<file path="src/rtl/instr_encoder_loader.sv">
// instr_encoder_loader
// Packs run-type ops and put-type immediates into 9-bit instruction words and
// writes them one after another into the instruction memory write port.
// A load session begins with a start pulse and ends with a finish pulse.
// Optional feature macro: ENC_LI_EXPAND_EN. When it is defined, op 5'h00
// (load immediate) becomes the two words {value,1} and 9'h000. When it is not
// defined, op 5'h00 encodes as the single word 9'h000.
module instr_encoder_loader #(
  parameter int AW        = 12,
  parameter int BASE_ADDR = 0,
  parameter int DEPTH     = 4096
) (
  input  logic          clk,
  input  logic          reset_n,
  input  logic          start,
  input  logic          finish,
  input  logic          in_valid,
  output logic          in_ready,
  input  logic          in_kind,
  input  logic [4:0]    in_op,
  input  logic [7:0]    in_value,
  output logic          wr_en,
  output logic [AW-1:0] wr_addr,
  output logic [8:0]    wr_data,
  output logic [AW:0]   word_count,
  output logic          done,
  output logic          error
);

  localparam logic [AW-1:0] BASE_A  = AW'(BASE_ADDR);
  localparam logic [AW:0]   DEPTH_W = (AW+1)'(DEPTH);
  localparam logic [4:0]    MAX_OP  = 5'h10;

  typedef enum logic [2:0] {IDLE, LOAD, EXP, FULL, DONE, ERR} state_t;

  state_t        state;
  logic [AW-1:0] next_addr;
  logic [AW:0]   count_inc;
  logic          accept;
  logic          is_illegal;
  logic [8:0]    encoded;
`ifdef ENC_LI_EXPAND_EN
  logic          is_li;
  logic          fin_pending;
  logic          room_for_two;
`endif

  // Requests are taken only while loading and while the session still has room.
  assign in_ready   = (state == LOAD) && (word_count < DEPTH_W);
  assign accept     = in_valid && in_ready;
  assign is_illegal = !in_kind && (in_op > MAX_OP);
  assign encoded    = in_kind ? {in_value, 1'b1} : {3'b000, in_op, 1'b0};
  assign count_inc  = word_count + (AW+1)'(1);
`ifdef ENC_LI_EXPAND_EN
  assign is_li        = !in_kind && (in_op == 5'h00);
  assign room_for_two = (DEPTH_W - word_count) >= (AW+1)'(2);
`endif

  // Session state machine; all outputs are registered here, and a start pulse
  // overrides everything else so a same-cycle request is simply dropped.
  always_ff @(posedge clk) begin
    if (!reset_n) begin
      state      <= IDLE;
      next_addr  <= '0;
      wr_en      <= 1'b0;
      wr_addr    <= '0;
      wr_data    <= '0;
      word_count <= '0;
      done       <= 1'b0;
      error      <= 1'b0;
`ifdef ENC_LI_EXPAND_EN
      fin_pending <= 1'b0;
`endif
    end else begin
      wr_en <= 1'b0;
      if (start) begin
        state      <= LOAD;
        next_addr  <= BASE_A;
        word_count <= '0;
        done       <= 1'b0;
        error      <= 1'b0;
`ifdef ENC_LI_EXPAND_EN
        fin_pending <= 1'b0;
`endif
      end else begin
        case (state)
          LOAD: begin
            if (accept) begin
              if (is_illegal) begin
                error <= 1'b1;
                state <= ERR;
              end
`ifdef ENC_LI_EXPAND_EN
              else if (is_li) begin
                if (!room_for_two) begin
                  error <= 1'b1;
                  state <= ERR;
                end else begin
                  wr_en       <= 1'b1;
                  wr_addr     <= next_addr;
                  wr_data     <= {in_value, 1'b1};
                  next_addr   <= next_addr + AW'(1);
                  word_count  <= count_inc;
                  fin_pending <= finish;
                  state       <= EXP;
                end
              end
`endif
              else begin
                wr_en      <= 1'b1;
                wr_addr    <= next_addr;
                wr_data    <= encoded;
                next_addr  <= next_addr + AW'(1);
                word_count <= count_inc;
                if (finish) begin
                  state <= DONE;
                  done  <= 1'b1;
                end else if (count_inc == DEPTH_W) begin
                  state <= FULL;
                end
              end
            end else if (finish) begin
              state <= DONE;
              done  <= 1'b1;
            end
          end
`ifdef ENC_LI_EXPAND_EN
          EXP: begin
            wr_en       <= 1'b1;
            wr_addr     <= next_addr;
            wr_data     <= 9'h000;
            next_addr   <= next_addr + AW'(1);
            word_count  <= count_inc;
            fin_pending <= 1'b0;
            if (finish || fin_pending) begin
              state <= DONE;
              done  <= 1'b1;
            end else if (count_inc == DEPTH_W) begin
              state <= FULL;
            end else begin
              state <= LOAD;
            end
          end
`endif
          FULL: begin
            if (in_valid) begin
              error <= 1'b1;
            end
            if (finish) begin
              state <= DONE;
              done  <= 1'b1;
            end
          end
          default: begin
            state <= state;
          end
        endcase
      end
    end
  end

endmodule

</file>
<file path="config.mk">
export PLATFORM = sky130hd
export DESIGN_NAME = instr_encoder_loader
export DESIGN_NICKNAME = d
export VERILOG_FILES = /design/src/rtl/instr_encoder_loader.sv
export SDC_FILE = /design/constraint.sdc
export NUM_CORES = 1
export LEC_CHECK = 0
export ABC_AREA = 0
export CORE_ASPECT_RATIO = 0.6
export CORE_MARGIN = 2
export CORE_UTILIZATION = 44
export DETAILED_ROUTE_END_ITERATION = 8
export HOLD_SLACK_MARGIN = 0.05
export MAX_ROUTING_LAYER = met4
export PLACE_DENSITY = 0.78
export SYNTH_ARGS = -nofsm -noshare
export SYNTH_HDL_FRONTEND = slang
export SYNTH_SLANG_ARGS = --single-unit
</file>
<file path="constraint.sdc">
create_clock -name clk -period 1.7 [get_ports clk]
set_input_delay 0.34 -clock clk [delete_from_list [all_inputs] [get_ports clk]]
set_output_delay 0.34 -clock clk [all_outputs]
set_load 0.01 [all_outputs]
</file>
## Word level (Yosys, flattened, before mapping)

Cells that the tools add are included.

- Bits in latches: 0
- Memories kept: 0
- Output and inout bits: 38
- Memory bits (writable): 0
- Register bits after elaboration: 52
- Bits in read-only memories: 0
- Input bits: 19

- Reduce and logical (&&, ||, !) cells: 14
- Equality and inequality tests: 9
- Add/subtract/negate cells: 2
- Mux-type cells: 17
- Div/mod/pow operators: 0
- Bitwise operators: 5
- Shift operators: 0
- $mul: 0
- $lt $le $gt $ge: 2

Operator list:

| kind | number |
|---|---|
| 2-to-1 mux 3 bit | 5 |
| adder 13 x 1 -> 13 bit (second input constant) | 1 |
| equality test 13 bit (second input constant) | 1 |
| less-than comparator 13 bit (second input constant) | 1 |
| adder 12 x 1 -> 12 bit (second input constant) | 1 |
| 2-to-1 mux 9 bit | 1 |
| 2-to-1 mux 1 bit | 8 |
| AND reduction 4 bit | 2 |
| != test 2 bit (second input constant) | 3 |
| != test 6 x 5 -> 1 bit (second input constant) | 1 |
| one-hot mux 3 bit (2 select lines) | 1 |
| AND reduction 2 bit | 3 |
| > comparator 5 bit (second input constant) | 1 |
| != test 5 x 4 -> 1 bit (second input constant) | 1 |
| NOT 1 bit | 5 |
| one-hot mux 1 bit (2 select lines) | 2 |
| OR reduction 4 bit | 1 |
| equality test 3 x 1 -> 1 bit (second input constant) | 1 |
| equality test 3 x 2 -> 1 bit (second input constant) | 1 |
| logical AND 1 bit | 3 |
| != test 3 bit (second input constant) | 1 |
| AND reduction 3 bit | 1 |
| nonzero test 3 bit | 1 |
| nonzero test 2 bit | 1 |
| other kinds (2) | 2 |

## Depth between registers and ports, before layout

Gate-level depths: netlist of run 1.

- Depth in word-level cells: 8
- Depth in mapped cells: 6

## Worst setup path after synthesis of run 1

No wires, ideal clock.

- Kind: register to register
- From: register word_count[12]
- To: register word_count[6]
- Period minus slack after synthesis: 1.830 ns
- Data required time: 1.630 ns
- Data arrival time: 1.759 ns
- Setup time: 0.070 ns
- Stages on the path, launching flop included: 6
- Path slack: -0.130 ns
- Cell sequence: dfxtp_1 > nor4b_4 > o2111ai_1 > buf_2 > or4_1 > a21oi_1

- Cells in the longest elaborated chain, start to end: 4

Ends and longest elaborated chain:

| item | line | RTL |
|---|---|---|
| from (decl) | 25 | `output logic [AW:0] word_count,` |
| from (signal assigned) | 114 | `word_count <= count_inc;` |
| less-than comparator 13 bit | 49 | `assign in_ready = (state == LOAD) && (word_count < DEPTH_W);` |
| logical AND 1 bit | 49 |  |
| via in_ready | 18 | `output logic in_ready,` |
| logical AND 1 bit | 50 | `assign accept = in_valid && in_ready;` |
| AND reduction 3 bit (no source line) | -- |  |

The timed path passes the listed nets, and every way through them passes these cells.
A chain may end at the register's enable or synchronous reset.

## Final worst setup path of run 1

- From: register state[1]
- To: register next_addr[9]

- Cells in the longest elaborated chain, start to end: 4

Ends and longest elaborated chain:

| item | line | RTL |
|---|---|---|
| from (decl) | 36 | `state_t state;` |
| from (signal assigned) | 155 | `state <= state;` |
| equality test 3 x 1 -> 1 bit * | 49, 86 |  |
| logical AND 1 bit | 49 |  |
| logical AND 1 bit | 50 |  |
| AND reduction 3 bit (no source line) * | -- |  |
| to (signal assigned) | 113 | `next_addr <= next_addr + AW'(1);` |
| to (decl) | 37 | `logic [AW-1:0] next_addr;` |

Every way passes the cells marked *; elsewhere a longest branch is shown, timed or not.

==> results.yml, run 1 <==
synth:
  yosys.area_share.simple_pct: 24.9
  syn_area_per_cell_um2: 8.48
  synth_seq_area_share_pct: 46.0
  netlist_area_um2: 2260
  yosys.area_share.xor_xnor_pct: 0.773
  synth_compound_area_share_pct: 20.9
  syn_inst: 267
  ys.flop_type: "dfxtp_1"
  muxShareOfSynthArea_pct: 2.65
  synth_seq_cells: 52
  synth_edf_count: 0
  synth_warnings: 0
  async_flop_share_pct: 0
  synth_top_family_by_area: "simple AND/OR/NAND/NOR gates"
  synthAdderAreaFrac_pct: 1.66
  synth_fp_nets: 289
  synthDistinctLibCells: 35
timing:
  tightest_slew_ps: 307
  min_period_ps: 1870
  final_hold_viol_count: 0
  final.period_utilization_pct: 110
  layout_setup_ws_ps: -170
  rsz0062_at_grt: "true"
  slew_viol_final: 0
  max_freq_mhz: 535
  fin_skew_ps: 6.54
  setup_violations: 22
  relSlewSlack_pct: 79.5
critical_path:
  cp.required_ps: 1930
  cp_num_buf_inv: 2
  end_kind: "register"
  cp_top_family: "simple AND/OR/NAND/NOR gates"
  crit_chain: "nor4b_4 -> buf_4 -> o211ai_1 -> buf_4 -> or4_1 -> a21oi_1"
  slowest_stage: "or4_1"
  critPathMaxFanout: 5
  worstSetupPathType: "reg2reg"
  critical_path_arrival_ps: 2100
  setup.worst_path.start_class: "register"
  critical_path.most_common_cell: "buf_4"
  critical_path.max_stage_delay_ps: 480
power:
  vdd_drop_max_mv: 0.302
  p_per_area_nw_per_um2: 628
  finalPower_w: 0.00218
  p_leak_nw: 1.29
detailed_routing:
  vias: 2358
  wl_per_cell_um: 14.9
  wl_um: 6360
  viasPerCell: 5.51
  drt_iter0_markers: 139
  first_pass_iters: 5
  drc: 0
  antenna_left: 0
clock_tree:
  clockBufferDepth: 2
  cts_buffers: 5
  cts_hold_buffers: 0
  clock_latency_ps: 300
  cts_tree: "built"
  clkTransAtPathRegs_ps: 90
  cts_max_level: 2
  cts.sinks: 52
  cts_root_buf: "clkbuf_8"
placed_design:
  gp_congestion: 0.846
  portBuffers: 56
  dp_hpwl_um: 4260
grt:
  grt-ovfl-total: 0
  grt_pass1_wl_um: 9930
  grt_pass1_vias: 2140
  grt_use_total_pct: 22.0
  grt_antenna_before_repair: 0
  grt_max_degree: 25
floorplan:
  die_y_um: 59.6
  start_util_pct: 45.3
  core_region_area_um2: 5000
  die_x_um: 96.6
  rows: 20
  fp.dieArea_um2: 5760
  pin_count: 57
status:
  status: "finished, violations left"
  violations: "setup timing"
layout:
  nNetsFinal: 383
  fin_util_pct: 69.5
  drive_gt1_share_pct: 25.7
  diodes: 0
  final_cell_mix: "clkdlybuf4s50_1, dfxtp_1, nand2_1, buf_4, a21oi_1"
  layout_commonest_cell: "clkdlybuf4s50_1"
  area_growth_pct: 53.6
hold_path:
  hp-class: "reg2reg"
run:
  drv_cap: 0
## where the power goes
| part | total, W | switching (W) | internal, W | leakage, nW |
|---|---|---|---|---|
| registers | 0.00123 | 0.00000662 | 0.00123 | 0.424 |
| clock network | 0.000722 | 0.000396 | 0.000326 | 0.0510 |
| logic | 0.000230 | 0.000110 | 0.000120 | 0.817 |
| total | 0.00218 | 0.000513 | 0.00167 | 1.29 |
## kinds of logic (layout without fill, tap and decap cells)
kind of cell | count (synthesis) | count (layout)
adder cells (fa/ha/maj) | 3 | 3
AND/OR/NAND/NOR | 107 | 107
AO/OA/AOI/OAI | 79 | 79
multiplexers | 6 | 6
XOR/XNOR | 2 | 2
flip-flops | 52 | 52
buffers and inverters | 18 | 113
## metal layers
| layer | up-vias | wire length, um | global-route usage, % |
|---|---|---|---|
| met5 | - | 0 | - |
| met1 | 1106 | 3110 | 29.7 |
| met3 | 4 | 370 | 5.66 |
| li1 | 1167 | - | - |
| met2 | 81 | 2850 | 33.5 |
| met4 | 0 | 31 | 5.03 |
## Yosys cell counts (2+ instances only)
library cell | instances | area [um2]
dfxtp_1 | 52 | 1040
a21oi_1 | 37 | 185
nand2_1 | 37 | 139
nand3_1 | 14 | 70.1
nor2_1 | 13 | 48.8
o21ai_0 | 12 | 60.1
or3_1 | 11 | 68.8
clkbuf_1 | 10 | 37.5
o31ai_1 | 10 | 75.1
or4_1 | 10 | 75.1
a211oi_1 | 6 | 45.0
inv_1 | 6 | 22.5
mux2i_1 | 6 | 60.1
nand4_1 | 5 | 31.3
a31oi_1 | 4 | 25.0
ha_1 | 3 | 37.5
nor3_1 | 3 | 15.0
and2_1 | 2 | 12.5
and3_1 | 2 | 12.5
buf_2 | 2 | 10.0
nand2b_1 | 2 | 12.5
nor2b_1 | 2 | 12.5
o2111ai_1 | 2 | 17.5
o211ai_1 | 2 | 15.0
o21a_1 | 2 | 15.0
or2_2 | 2 | 12.5
xor2_1 | 2 | 17.5
## repair_timing
action / 4_1_cts / 5_1_grt
endpoints found under the hold margin: 0 / 0
endpoints found under the setup margin: 30 / 46
pin swaps: 9 / 11
setup buffers: 6 / 4
gates cloned: 1 / 2
resized for setup: 10 / 51
## registers in the layout, indices dropped and copies added (netlist names)
signal and cells:
done 1, error 1, next_addr 12, state 3, word_count 13, wr_addr 12
wr_data 9, wr_en 1
## cell type report
class | count | area [um2]
Clock inverter | 2 | 10.0
Multi-Input combinational cell | 197 | 1280
Fill cell | 380 | 1530
Clock buffer | 6 | 82.6
Sequential cell | 52 | 1050
Timing Repair Buffer | 99 | 951
Inverter | 6 | 22.5
Tap cell | 66 | 82.6
## path summary, 6_finish.rpt
kind                    from            to  slack, ps  depth (start not counted)
hold reg to reg   wr_addr[8]    wr_addr[8]        460                          2
setup / recovery    state[1]  next_addr[9]       -170                          6
hold / removal    wr_addr[8]    wr_addr[8]        460                          2
setup reg to reg    state[1]  next_addr[9]       -170                          6
## metrics by stage
step | setup WS [ps] | cell area, um2 | instances | hold WS [ps] | TNS (ps)
3_3_place_gp | -475 | 3110 | 407 | 442 | -13620
3_5_place_dp | -540 | 3110 | 407 | 447 | -17380
2_1_floorplan | -71.2 | 2280 | 267 | 440 | -453
5_1_grt | -237 | 3480 | 428 | 479 | -3790
4_1_cts | -95.4 | 3260 | 422 | 460 | -770
6_report | -170 | 3480 | 428 | 459 | -1580
## worst min-delay path, cell delays in order, from the launching register on
cell	delay, ps
dfxtp_1	320
nand2_1	50
a21oi_1	50
No activity file was read; power rests on OpenSTA's default activity.
==> run 2, diff against run 1 <==
ABC_AREA = default   (was 0)
==> results of run 2 <==
No change in the layout: final DEF, timing and power equal those of run 1.
==> run 3, diff against run 2 <==
CELL_PAD_IN_SITES_DETAIL_PLACEMENT = 0   (was default)
CELL_PAD_IN_SITES_GLOBAL_PLACEMENT = 1   (was default)
CORE_UTILIZATION = 41   (was 44)
DONT_BUFFER_PORTS = 1   (was default)
PLACE_DENSITY = 0.76   (was 0.78)
clock period = 1.55 ns   (was 1.7 ns; I/O delays follow)
==> run 3 against run 2 <==
  * The flow still finishes with violations (setup timing)
  * Clock-buffer cell count up 1
  * Sequential power up 11%
  * Flip-flop and latch count is the same
  * Critical endpoint is now word_count[11]
  * Highest routed layer unchanged
==> results.yml, run 3 (same netlist as run 1, synthesis figures left out) <==
status:
  status: "finished, violations left"
  violations: "setup timing"
hold_path:
  hp-class: "in2reg"
  holdPathStages: 2
  min_from: "in_kind"
  hold_end: "wr_data[0]"
detailed_routing:
  first_pass_iters: 5
  antenna_left: 0
  top_layer: "met4"
  drc: 0
  drt_iter0_markers: 71
  wl_met3_um: 374
  drt-met1-wl_um: 3070
  wl_met2_um: 2660
  vias: 2156
  wl_per_cell_um: 16.1
  viasPerCell: 5.64
  wl_um: 6140
power:
  vdd_drop_max_mv: 0.397
  p_leak_nw: 1.13
  p_per_area_nw_per_um2: 788
  pwr-share-clk_pct: 37.1
  switchingPower_w: 0.000566
  internal_power_w: 0.00190
  combPwrFrac_pct: 7.7
  seqPwrFrac_pct: 55.2
  sw_frac_of_total_pct: 23.0
floorplan:
  fp.dieArea_um2: 6150
  die_x_um: 99.9
  rows: 20
  pin_count: 57
  core_region_area_um2: 5180
  start_util_pct: 43.7
  die_y_um: 61.6
timing:
  final.period_utilization_pct: 113
  fin_skew_ps: 14.1
  max_freq_mhz: 571
  final_hold_viol_count: 0
  tightest_slew_ps: 333
  min_period_ps: 1750
  setup_violations: 43
  relSlewSlack_pct: 77.8
  rsz0062_at_grt: "true"
  layout_setup_ws_ps: -201
  slew_viol_final: 0
layout:
  layout_commonest_cell: "dfxtp_1"
  area_growth_pct: 38.1
  drive_gt1_share_pct: 34.5
  top_regs: "word_count: 13 flops, next_addr: 12 flops, wr_addr: 12 flops"
  fillers: 469
  fin_area_um2: 3130
  largest_reg_flops: 13
  final_cell_mix: "dfxtp_1, buf_4, nand2_1, a21oi_1"
  diodes: 0
  fin_util_pct: 60.4
  nNetsFinal: 337
  largest-register: "word_count"
clock_tree:
  cts_max_level: 2
  clkTransAtPathRegs_ps: 100
  clock_latency_ps: 300
  cts_hold_buffers: 0
  cts_buffers: 5
  cts_root_buf: "clkbuf_8"
  clockBufferDepth: 2
  cts.sinks: 52
  cts_tree: "built"
critical_path:
  critical_path_arrival_ps: 1990
  rr_endpoint: "word_count[11]"
  critPathMaxFanout: 5
  setup.worst_path.start_class: "register"
  cp.required_ps: 1790
  r2r_cells: 5
  worstSetupPathType: "reg2reg"
  r2r_slack_ps: -200
  r2r-start: "state[1]"
  end_kind: "register"
placed_design:
  gp_congestion: 0.787
  dp_hpwl_um: 4170
  dpl_cell_area_um2: 2650
  portBuffers: 0
grt:
  grt_pass1_wl_um: 9360
  grt_antenna_before_repair: 0
  grt_pass1_vias: 1966
  grt_use_total_pct: 20.0
  grt_max_degree: 27
  grt-ovfl-total: 0
run:
  drv_cap: 0
[run 3: power by group through the flow]
stage,clock network (W),logic [W],registers [W]
after floorplan,0,0.0000829,0.00139
after global routing,0.000976,0.000201,0.00136
after global placement,0,0.000124,0.00139
after detailed placement,0,0.000125,0.00139
final,0.000915,0.000189,0.00136
after CTS,0.000941,0.000139,0.00136
[run 3: routing by layer]
metal	vias to the layer above	track usage, %
met5	-	-
li1	1083	-
met3	5	4.99
met4	0	4.11
met2	62	30.3
met1	1006	27.3
[run 3: metrics by stage]
stage	power [W]	hold WS, ps	TNS [ps]	worst slack (ps)	instances
6_report	0.00246	134	-2810	-201	382
3_5_place_dp	0.00151	456	-4410	-249	365
5_1_grt	0.00254	128	-5700	-260	382
4_1_cts	0.00244	127	-1450	-133	376
3_3_place_gp	0.00151	449	-3060	-205	365
2_1_floorplan	0.00147	440	-5080	-219	267
[run 3: critical path: stages, from the launching register on]
cell and delay, ps:
dfxtp_2 350, nor4b_4 310, buf_4 200, o2111ai_4 150, or4_4 520, a21oi_1 150
[run 3: area by class of cell]
class | instances | area (um2) | share of cell area (%)
clock inverter | 1 | 8.76 | 0.280
sequential | 52 | 1050 | 33.5
multi-input combinational | 198 | 1390 | 44.5
tap | 66 | 82.6 | 2.64
inverter | 6 | 22.5 | 0.720
timing repair buffer | 52 | 465 | 14.9
clock buffer | 7 | 108 | 3.44
[run 3: worst max path at each step]
stage / start / endpoint / depth (start not counted)
after floorplan: word_count[12] / next_addr[7] / 5
after global placement: in_op[0] / word_count[10] / 5
after detailed placement: in_op[0] / word_count[9] / 5
after CTS: state[1] / word_count[11] / 5
after global routing: state[1] / word_count[4] / 6
final: state[1] / word_count[11] / 5
[run 3: repair_timing]
| action | 4_1_cts | 5_1_grt |
|---|---|---|
| endpoints found under the setup margin | 34 | 48 |
| gates resized for setup | 10 | 59 |
| pin swaps | 5 | 27 |
| setup buffers | 3 | 4 |
| endpoints found under the hold margin | 0 | 0 |
| gates cloned | 1 | 2 |
==> edit, RTL diff (flow settings as in run 3) <==
Set the parameter `AW` to 13 (it was 12).
--- a/src/rtl/instr_encoder_loader.sv
+++ b/src/rtl/instr_encoder_loader.sv
@@ -7,5 +7,5 @@
 // defined, op 5'h00 encodes as the single word 9'h000.
 module instr_encoder_loader #(
-  parameter int AW        = 12,
+  parameter int AW        = 13,
   parameter int BASE_ADDR = 0,
   parameter int DEPTH     = 4096
Interface: changed (resized word_count and wr_addr); port bits go from 57 to 59. No check against the original RTL was run, so the function may have changed too.
==> edit against run 3 <==
The run still ends with setup timing left. Wire length is 7.7% higher. Power grew 8.6%. Setup slack better by 0.020 ns. Via count up 4.9%. Synthesized area up 9.0%. Final area is 15% higher. Sequential power up 5%. Sequential cell count rose by 3. Largest cell class unchanged. Largest power group unchanged.
==> edit: results (changes against run 3) <==
| Metric | Value |
|---|---|
| Vias/cell | 5.27 (-6.6%) |
| Initial DRT Pass Iterations | 4 (-1) |
| Distinct cell type count after synthesis | 44 (+26%) |
| Worst slew margin relative to its limit | 74.1% (-3.7 points) |
| Leading post-synthesis cells by instance count | 55 x sky130_fd_sc_hd__dfxtp_1, 48 x sky130_fd_sc_hd__nand2_1, 41 x sky130_fd_sc_hd__nor2_1, 24 x sky130_fd_sc_hd__a21oi_1, 14 x sky130_fd_sc_hd__xor2_1 |
| Worst clock skew on the final layout | 0.00798 ns (-0.00607 ns) |
| Failing checks | setup timing |
| Leading post-synthesis cells by cell area | sky130_fd_sc_hd__dfxtp_1 45%, sky130_fd_sc_hd__nand2_1 7.3%, sky130_fd_sc_hd__nor2_1 6.2% |
| Buffer levels on the longest clock path | 2 (unchanged) |
| Total of warnings raised by yosys | 0 (unchanged) |
| GR Util All Layers | 19.8% (-0.15 points) |
| Data arrival, critical path | 1.92 ns (-0.07 ns) |
| Top metal layer carrying routed signals | met4 |
| Post-synth ARST share | 0% (unchanged) |
| Count of buffers from port buffering | 0 (unchanged) |
| Root Buffer | sky130_fd_sc_hd__clkbuf_8 |
| Antenna fix cells | 0 (unchanged) |
| TritonCTS Buffers | 5 (unchanged) |
| Half-perimeter wire length of the detailed placement result | 4.50 mm (+7.9%) |
| Hold_sp | in_kind |
| Routed met3 length | 559 um (+49%) |
| Met1 wire length | 3.38 mm (+10%) |
| Class of the worst hold path | input port to register |
| Count of fill cells added during filler insertion | 475 (+1.3%) |
| Endpoint of the worst hold-timing path | wr_data[8] |
| Critical register-to-register path startpoint | word_count[13] |
| Antenna violations before repair | 0 (unchanged) |
| Result of the run | finished with violations |
| Number of buffers inserted for hold repair after clock tree synthesis | 0 (unchanged) |
| Final Worst Setup Slack | -0.181 ns (+0.0199 ns) |
| Nets in the synthesized netlist | 318 (+10%) |
| Placed Instance Area | 0.00296 mm2 (+12%) |
| First-pass GRT wire length | 10.4 mm (+11%) |
| Leakage power figure | 1.35 nW (+19%) |
| Worst hold slack | 0.127 ns (-0.00744 ns) |
| Share of final-layout standard cells stronger than drive strength 1 | 43.0% (+8.5 points) |
| Post-route design area | 0.00360 mm2 (+15%) |
| Worst R2R Path Depth | 9 (+4) |
| Via count of the first global-routing pass | 2181 (+11%) |
| Nets | 370 (+9.8%) |
| Share of synthesized area occupied by flip-flops and latches | 44.6% (-1.4 points) |
| Met2 wire length | 2.61 mm (-1.6%) |
| Max VDD drop | 0.000409 V (+3.1%) |
| Cells on Worst Hold Path | 2 (unchanged) |
| Worst-path clk slew | 0.10 ns (about the same) |
| H-Tree Level Count | 2 (unchanged) |
| Maximum number of pins on one net before global-route repair | 25 (-7.4%) |
| Largest fanout on the critical path | 6 (+1) |
| Clk Latency, worst-skew pair | 0.31 ns |
| Biggest registers after layout | word_count x14, next_addr x13, wr_addr x13 |
| Routed wire length | 6.61 mm (+7.7%) |
| Placer Congestion | 0.974 (+24%) |
| First DRT Iteration DRCs | 89 (+25%) |
| End of the worst register-to-register path | wr_data[6] |
| Number of setup violations in the final report | 45 (+4.7%) |
-- edit: kinds of logic after synthesis --
logic type | count (synthesis) | share of synthesized area [%]
simple gates | 140 | 27.2
flops | 55 | 44.6
compound gates | 48 | 12.3
xor+xnor | 22 | 7.81
buf+inv | 22 | 4.16
mux | 6 | 2.43
fa+ha+maj | 3 | 1.52
-- edit: stage by stage --
step,setup TNS [ns],power (mW),cells,setup WS (ns)
CTS,-3.27,2.65,423,-0.173
global route,-7.88,2.77,429,-0.270
detailed placement,-5.17,1.59,409,-0.256
finish,-4.60,2.67,429,-0.181
global placement,-4.32,1.59,409,-0.219
floorplan,-1.72,1.56,296,-0.191
-- edit: repair_timing --
item / in CTS / in global routing
pin swaps: 17 / 48
cloned: 0 / 3
endpoints found under the setup margin: 40 / 49
setup buffers: 6 / 5
gates resized for setup: 19 / 77
-- edit: layout make-up --
type / instances / area share, %
Multi-Input combinational cell: 219 / 46.0
Sequential cell: 55 / 30.9
Timing Repair Buffer: 63 / 16.5
Tap cell: 80 / 2.78
Clock buffer: 7 / 2.71
Clock inverter: 1 / 0.833
Inverter: 4 / 0.417
-- edit: how the worst max path moves through the flow --
stage,endpoint,slack (ns),from,cells past startpoint
global placement,word_count[10],-0.22,in_op[3],7
finish,wr_data[6],-0.18,word_count[13],9
global route,state[2],-0.27,word_count[1],7
CTS,next_addr[10],-0.17,state[2],6
detailed placement,next_addr[10],-0.26,in_op[3],6
floorplan,next_addr[10],-0.19,in_op[3],7
-- edit: worst max-delay path, stage by stage, from the launching register on --
cell and delay (ns):
sky130_fd_sc_hd__dfxtp_2 0.35, sky130_fd_sc_hd__nor3b_4 0.21, sky130_fd_sc_hd__o2111a_2 0.31, sky130_fd_sc_hd__buf_6 0.12, sky130_fd_sc_hd__buf_8 0.12, sky130_fd_sc_hd__buf_12 0.10, sky130_fd_sc_hd__nand2b_4 0.10, sky130_fd_sc_hd__clkbuf_16 0.20
sky130_fd_sc_hd__nand2_4 0.06, sky130_fd_sc_hd__a21oi_2 0.05
-- edit: power breakdown --
group	internal, mW	switching [mW]	total (mW)
Clock	0.581	0.465	1.05
Sequential	1.42	0.0126	1.43
Combinational	0.0950	0.100	0.195
-- edit: routing by layer --
layer / vias up / GRT usage [%]
met5: - / -
met4: 0 / 4.56
met3: 6 / 6.43
met2: 76 / 26.8
met1: 1054 / 28.5
li1: 1126 / -
